## src/rtl/neighbor_scan.sv

```systemverilog
// Purpose: scans a word-memory neighbor table and lists the IDs of neighbors whose cluster differs from ours.
// Latency: done pulses 3+2n+m cycles after start is accepted (n = clamped neighbor count, m = list writes).
// Backpressure: none; start is only accepted in IDLE and ignored while a scan is in flight.
//
// Ports:
//   clock, nrst         - clock and asynchronous active-low reset
//   start, my_cluster_id- one-cycle scan request and own cluster ID (sampled on acceptance)
//   mem_addr/mem_wr_en/mem_wdata/mem_rdata - word memory port (even byte addresses, combinational read)
//   busy, done          - scan in progress, one-cycle completion pulse
//   match_count, overflow - entries written to the output list, list-full drop indication
module neighbor_scan #(
    parameter logic [15:0] NBR_COUNT_ADDR = 16'h068A,
    parameter logic [15:0] NBR_ID_BASE    = 16'h0048,
    parameter logic [15:0] CLUSTER_BASE   = 16'h00C8,
    parameter logic [15:0] OUT_BASE       = 16'h0668,
    parameter logic [15:0] OUT_COUNT_ADDR = 16'h068C,
    parameter int          MAX_NBR        = 64,
    parameter int          MAX_OUT        = 16
) (
    input  logic        clock,
    input  logic        nrst,
    input  logic        start,
    input  logic [15:0] my_cluster_id,
    output logic [15:0] mem_addr,
    output logic        mem_wr_en,
    output logic [15:0] mem_wdata,
    input  logic [15:0] mem_rdata,
    output logic        busy,
    output logic        done,
    output logic [4:0]  match_count,
    output logic        overflow
);

    typedef enum logic [2:0] {
        IDLE   = 3'd0,
        RD_CNT = 3'd1,
        RD_ID  = 3'd2,
        RD_CL  = 3'd3,
        WR_OUT = 3'd4,
        WR_CNT = 3'd5,
        DONE   = 3'd6
    } state_t;

    state_t      state_q, state_d;
    logic [6:0]  idx_q, idx_d;
    logic [6:0]  n_q, n_d;
    logic [4:0]  cnt_q, cnt_d;
    logic        ovf_q, ovf_d;
    logic [15:0] myc_q, myc_d;
    logic [15:0] id_q, id_d;
    logic [15:0] addr_q, addr_d;
    logic        wr_q, wr_d;
    logic [15:0] wdata_q, wdata_d;
    logic        busy_q, busy_d;
    logic        done_q, done_d;

    always_comb begin
        state_d = state_q;
        idx_d   = idx_q;
        n_d     = n_q;
        cnt_d   = cnt_q;
        ovf_d   = ovf_q;
        myc_d   = myc_q;
        id_d    = id_q;

        case (state_q)
            IDLE: begin
                if (start) begin
                    myc_d   = my_cluster_id;
                    cnt_d   = 5'd0;
                    ovf_d   = 1'b0;
                    state_d = RD_CNT;
                end
            end
            RD_CNT: begin
                if (mem_rdata > 16'(MAX_NBR)) n_d = 7'(MAX_NBR);
                else                          n_d = mem_rdata[6:0];
                idx_d   = 7'd0;
                state_d = (n_d == 7'd0) ? WR_CNT : RD_ID;
            end
            RD_ID: begin
                id_d    = mem_rdata;
                state_d = RD_CL;
            end
            RD_CL: begin
                if ((mem_rdata != myc_q) && (cnt_q < 5'(MAX_OUT))) begin
                    state_d = WR_OUT;
                end else begin
                    // A mismatch here means the list is already full: drop and flag it.
                    if (mem_rdata != myc_q) ovf_d = 1'b1;
                    idx_d   = idx_q + 7'd1;
                    state_d = (idx_d == n_q) ? WR_CNT : RD_ID;
                end
            end
            WR_OUT: begin
                // Count increments on leaving WR_OUT so the write address uses the old value.
                cnt_d   = cnt_q + 5'd1;
                idx_d   = idx_q + 7'd1;
                state_d = (idx_d == n_q) ? WR_CNT : RD_ID;
            end
            WR_CNT:  state_d = DONE;
            DONE:    state_d = IDLE;
            default: state_d = IDLE;
        endcase

        // Outputs are registered: decode them from the state being entered.
        addr_d  = 16'h0000;
        wr_d    = 1'b0;
        wdata_d = 16'h0000;
        case (state_d)
            RD_CNT: addr_d = NBR_COUNT_ADDR;
            RD_ID:  addr_d = NBR_ID_BASE + {8'b0, idx_d, 1'b0};
            RD_CL:  addr_d = CLUSTER_BASE + {8'b0, idx_d, 1'b0};
            WR_OUT: begin
                addr_d  = OUT_BASE + {10'b0, cnt_d, 1'b0};
                wr_d    = 1'b1;
                wdata_d = id_d;
            end
            WR_CNT: begin
                addr_d  = OUT_COUNT_ADDR;
                wr_d    = 1'b1;
                wdata_d = {11'b0, cnt_d};
            end
            default: ;
        endcase
        busy_d = (state_d != IDLE) && (state_d != DONE);
        done_d = (state_d == DONE);
    end

    always_ff @(posedge clock or negedge nrst) begin
        if (!nrst) begin
            state_q <= IDLE;
            idx_q   <= 7'd0;
            n_q     <= 7'd0;
            cnt_q   <= 5'd0;
            ovf_q   <= 1'b0;
            myc_q   <= 16'h0000;
            id_q    <= 16'h0000;
            addr_q  <= 16'h0000;
            wr_q    <= 1'b0;
            wdata_q <= 16'h0000;
            busy_q  <= 1'b0;
            done_q  <= 1'b0;
        end else begin
            state_q <= state_d;
            idx_q   <= idx_d;
            n_q     <= n_d;
            cnt_q   <= cnt_d;
            ovf_q   <= ovf_d;
            myc_q   <= myc_d;
            id_q    <= id_d;
            addr_q  <= addr_d;
            wr_q    <= wr_d;
            wdata_q <= wdata_d;
            busy_q  <= busy_d;
            done_q  <= done_d;
        end
    end

    assign mem_addr    = addr_q;
    assign mem_wr_en   = wr_q;
    assign mem_wdata   = wdata_q;
    assign busy        = busy_q;
    assign done        = done_q;
    assign match_count = cnt_q;
    assign overflow    = ovf_q;

endmodule

```

## config.mk

```make
export PLATFORM = sky130hd
export DESIGN_NAME = neighbor_scan
export DESIGN_NICKNAME = d
export VERILOG_FILES = /design/src/rtl/neighbor_scan.sv
export SDC_FILE = /design/constraint.sdc
export NUM_CORES = 1
export LEC_CHECK = 0
export CORE_MARGIN = 3
export CORE_UTILIZATION = 56
export CTS_CLUSTER_SIZE = 28
export DETAILED_ROUTE_END_ITERATION = 12
export GPL_TIMING_DRIVEN = 0
export PLACE_DENSITY = 0.86
export SYNTH_ARGS = -nofsm -noshare
export SYNTH_HDL_FRONTEND = slang
export SYNTH_SLANG_ARGS = --single-unit
```

## constraint.sdc

```tcl
create_clock -name clock -period 7.25 [get_ports clock]
set_input_delay 2.175 -clock clock [delete_from_list [all_inputs] [get_ports clock]]
set_output_delay 2.175 -clock clock [all_outputs]
set_load 0.01 [all_outputs]
```

==> results_dict.tcl <==
set metrics [dict create \
    grt_pass1_vias 3259 \
    rsz0062_at_grt "false" \
    synthTopCellsByCount "dfrtp_1, mux2_2, xor2_1" \
    fin_nets 486 \
    cts_resized 0 \
    cts_tree "yes" \
    root_buffer "clkbuf_8" \
    portBuffers 69 \
    gr-usage-met2 0.426 \
    hold_viol 0 \
    holdWs_ns 0.501 \
    antenna_found_initial 0 \
    synth_edf_count 0 \
    drt_first_iter_violations 338 \
    cts_hold_buf 0 \
    cts_setup_buffers 0 \
    p_leak_nw 2.25 \
    clock_latency_ns 0.37 \
    grt-ovfl-total 0 \
    synth_top_flop_cell "dfrtp_1" \
    yosysUniqueCellTypes 51 \
    cap_violations 0 \
    setup_tns_ns 0 \
    fin_skew_ns 0.0124 \
    endpoint_kind "flop" \
    crit_fanout 8 \
    yosys-top-cells-area "dfrtp_1, mux2_2, xor2_1, and3_1, o21ai_0" \
    std_cell_rows 30 \
    drive_gt1_frac 0.171 \
    critPathBufInv 2 \
    start_kind "primary input" \
    critPathRequiredTime_ns 7.45 \
    grt-busiest-layer "met2" \
    grt_use_total 0.250 \
    synth-seq-area-share 0.514 \
    synth_area_sq_mm 0.00404 \
    cts.path.max_buffers 2 \
    dp_hpwl_mm 7.16 \
    hold_class "reg2reg" \
    globalplace.congestion 0.891 \
    grt_pass1_wl_mm 16.3 \
    tightest_slew_ns 0.611 \
    yosysMostFrequentCell "dfrtp_1" \
    power.density_mw_per_mm2 361 \
    yosysTopAreaCellShare 0.514 \
    period_needed_ns 4.99 \
    wl_per_cell_microns 18.1 \
    syn_inst 359 \
    met1_usage 0.314 \
    clock.fmax_mhz 201 \
    die-area_sq_mm 0.00827 \
    wirelength_mm 9.91 \
    critical_path_class "in2reg" \
    first_pass_iters 5 \
    die_width_microns 90.9 \
    dieHeight_microns 90.9 \
    antenna_cells 0 \
    setup_violations 0 \
    cts.clk_slew.worst_paths_ns 0.09 \
    finalCritPeriodShare 0.688 \
    arrival_ns 5.18 \
    slowest_delay_ns 0.56 \
    synth_seq_cells 83 \
    path_cells "clkdlybuf4s50_1, xor2_1, nor4_2, a41oi_4, nand3b_1, a41oi_1, inv_1, ha_1, a21oi_1, xor2_1, o221ai_1" \
    final_util 0.742 \
    slew_headroom 0.593 \
    grtUsageMet3 0.0365 \
    detailroute.via_count 3169 \
    htreeDepth 3 \
    areaGrowthSynthToFinish_pct 26.9 \
    synth_largest_area_cell "dfrtp_1" \
    critPathSlowestCell "clkdlybuf4s50_1" \
    path_delay_family "compound AO/OA/AOI/OAI gates" \
    grt_max_degree 54 \
    crit_top_cell "xor2_1" \
    via_per_inst 5.80 \
    async_flop_share 1.00 \
    ant_nets 0 \
    syn_area_per_cell_sq_um 11.3 \
    status "completed" \
    core_sq_mm 0.00691 \
    io_pins 76 \
    initial_core_util 0.585 \
    cts_buffers 9 \
    drv_slew 0 \
    clock-sinks 83 \
    yosys_warnings 0 \
    total_power_w 0.00185 \
    max-vdd-ir-drop_v 0.000207 \
    drc 0 \
]
## layout make-up
class | count | area, sq um
inverters | 16 | 60.1
clock inverters | 7 | 106
flip-flops and latches | 83 | 2080
clock buffers | 9 | 124
plain buffers | 23 | 119
repair buffers | 70 | 716
multi-input cells | 242 | 1800
fillers | 469 | 1780
well taps | 96 | 120
## worst paths after layout
kind | start | endpoint | slack [ns] | cells after the start
max in group asynchronous | nrst | mem_wdata[5]$_DFF_PN0_ | 4.93 | 2
setup reg to reg | myc_q[10]$_DFFE_PN0P_ | mem_addr[7]$_DFF_PN0_ | 4.26 | 10
hold reg to reg | id_q[9]$_DFF_PN0_ | id_q[9]$_DFF_PN0_ | 0.50 | 1
min in group asynchronous | nrst | mem_addr[8]$_DFF_PN0_ | 1.73 | 1
setup / recovery | mem_rdata[2] | mem_addr[7]$_DFF_PN0_ | 2.26 | 11
hold / removal | id_q[9]$_DFF_PN0_ | id_q[9]$_DFF_PN0_ | 0.50 | 1
## per-layer routing
metal / up-vias / wire, microns
met1: 1550 / 3940
met4: 0 / 299
met5: - / 0
met2: 153 / 5090
li1: 1429 / -
met3: 37 / 574
## state kept, by name (all words and copies together), names as in the netlist
name,flops
busy,1
match_count,5
idx_q,7
state_q,3
mem_wdata,16
overflow,1
done,1
id_q,16
mem_wr_en,1
myc_q,16
mem_addr,9
n_q,7
## layout by cell type, fill, tap and decap left out, types with 3 or more instances in the layout
cell type	synthesis	layout
dfrtp_1	83	83
o221ai_1	3	3
nand2_1	16	16
a21oi_1	8	8
nor2b_1	4	4
xnor2_1	8	8
mux2_2	32	32
and3_1	15	15
nand2b_1	7	7
ha_1	6	6
nand3_1	17	17
conb_1	1	6
mux2i_1	3	3
nor4_1	3	3
clkdlybuf4s50_1	0	68
or3_1	3	3
nand4_1	3	3
a21o_1	3	3
nor2_1	18	18
clkbuf_8	0	9
inv_6	0	3
inv_1	15	15
clkbuf_1	8	8
a22o_1	8	8
buf_2	5	5
buf_4	7	8
xor2_1	19	19
o21ai_0	18	18
a31oi_1	5	5
nor3_1	8	8
buf_1	3	3
## through the flow
| stage | worst slack [ns] | std cells | instance area [sq um] |
|---|---|---|---|
| after global routing | 2.17 | 546 | 5120 |
| after detailed placement | 2.05 | 530 | 4890 |
| after global placement | 1.19 | 529 | 4870 |
| final | 2.26 | 546 | 5120 |
| after floorplan | 3.02 | 364 | 4060 |
| after CTS | 2.40 | 546 | 5120 |
## kinds of logic after synthesis
group                      share of synthesized area
and+or+nand+nor                                0.155
DFF                                            0.514
AOI/OAI and AO/OA                              0.112
buffers and inverters                         0.0443
muxes                                         0.0966
xor gates and xnor gates                      0.0585
adders and majority gates                     0.0186
other                                       0.000928
## report_power, final
group	total, W	switching [W]	internal [W]
clock	0.000386	0.000185	0.000201
sequential	0.000718	0.0000895	0.000629
combinational	0.000745	0.000383	0.000362
total	0.00185	0.000657	0.00119
(Power assumes the default switching activity.)
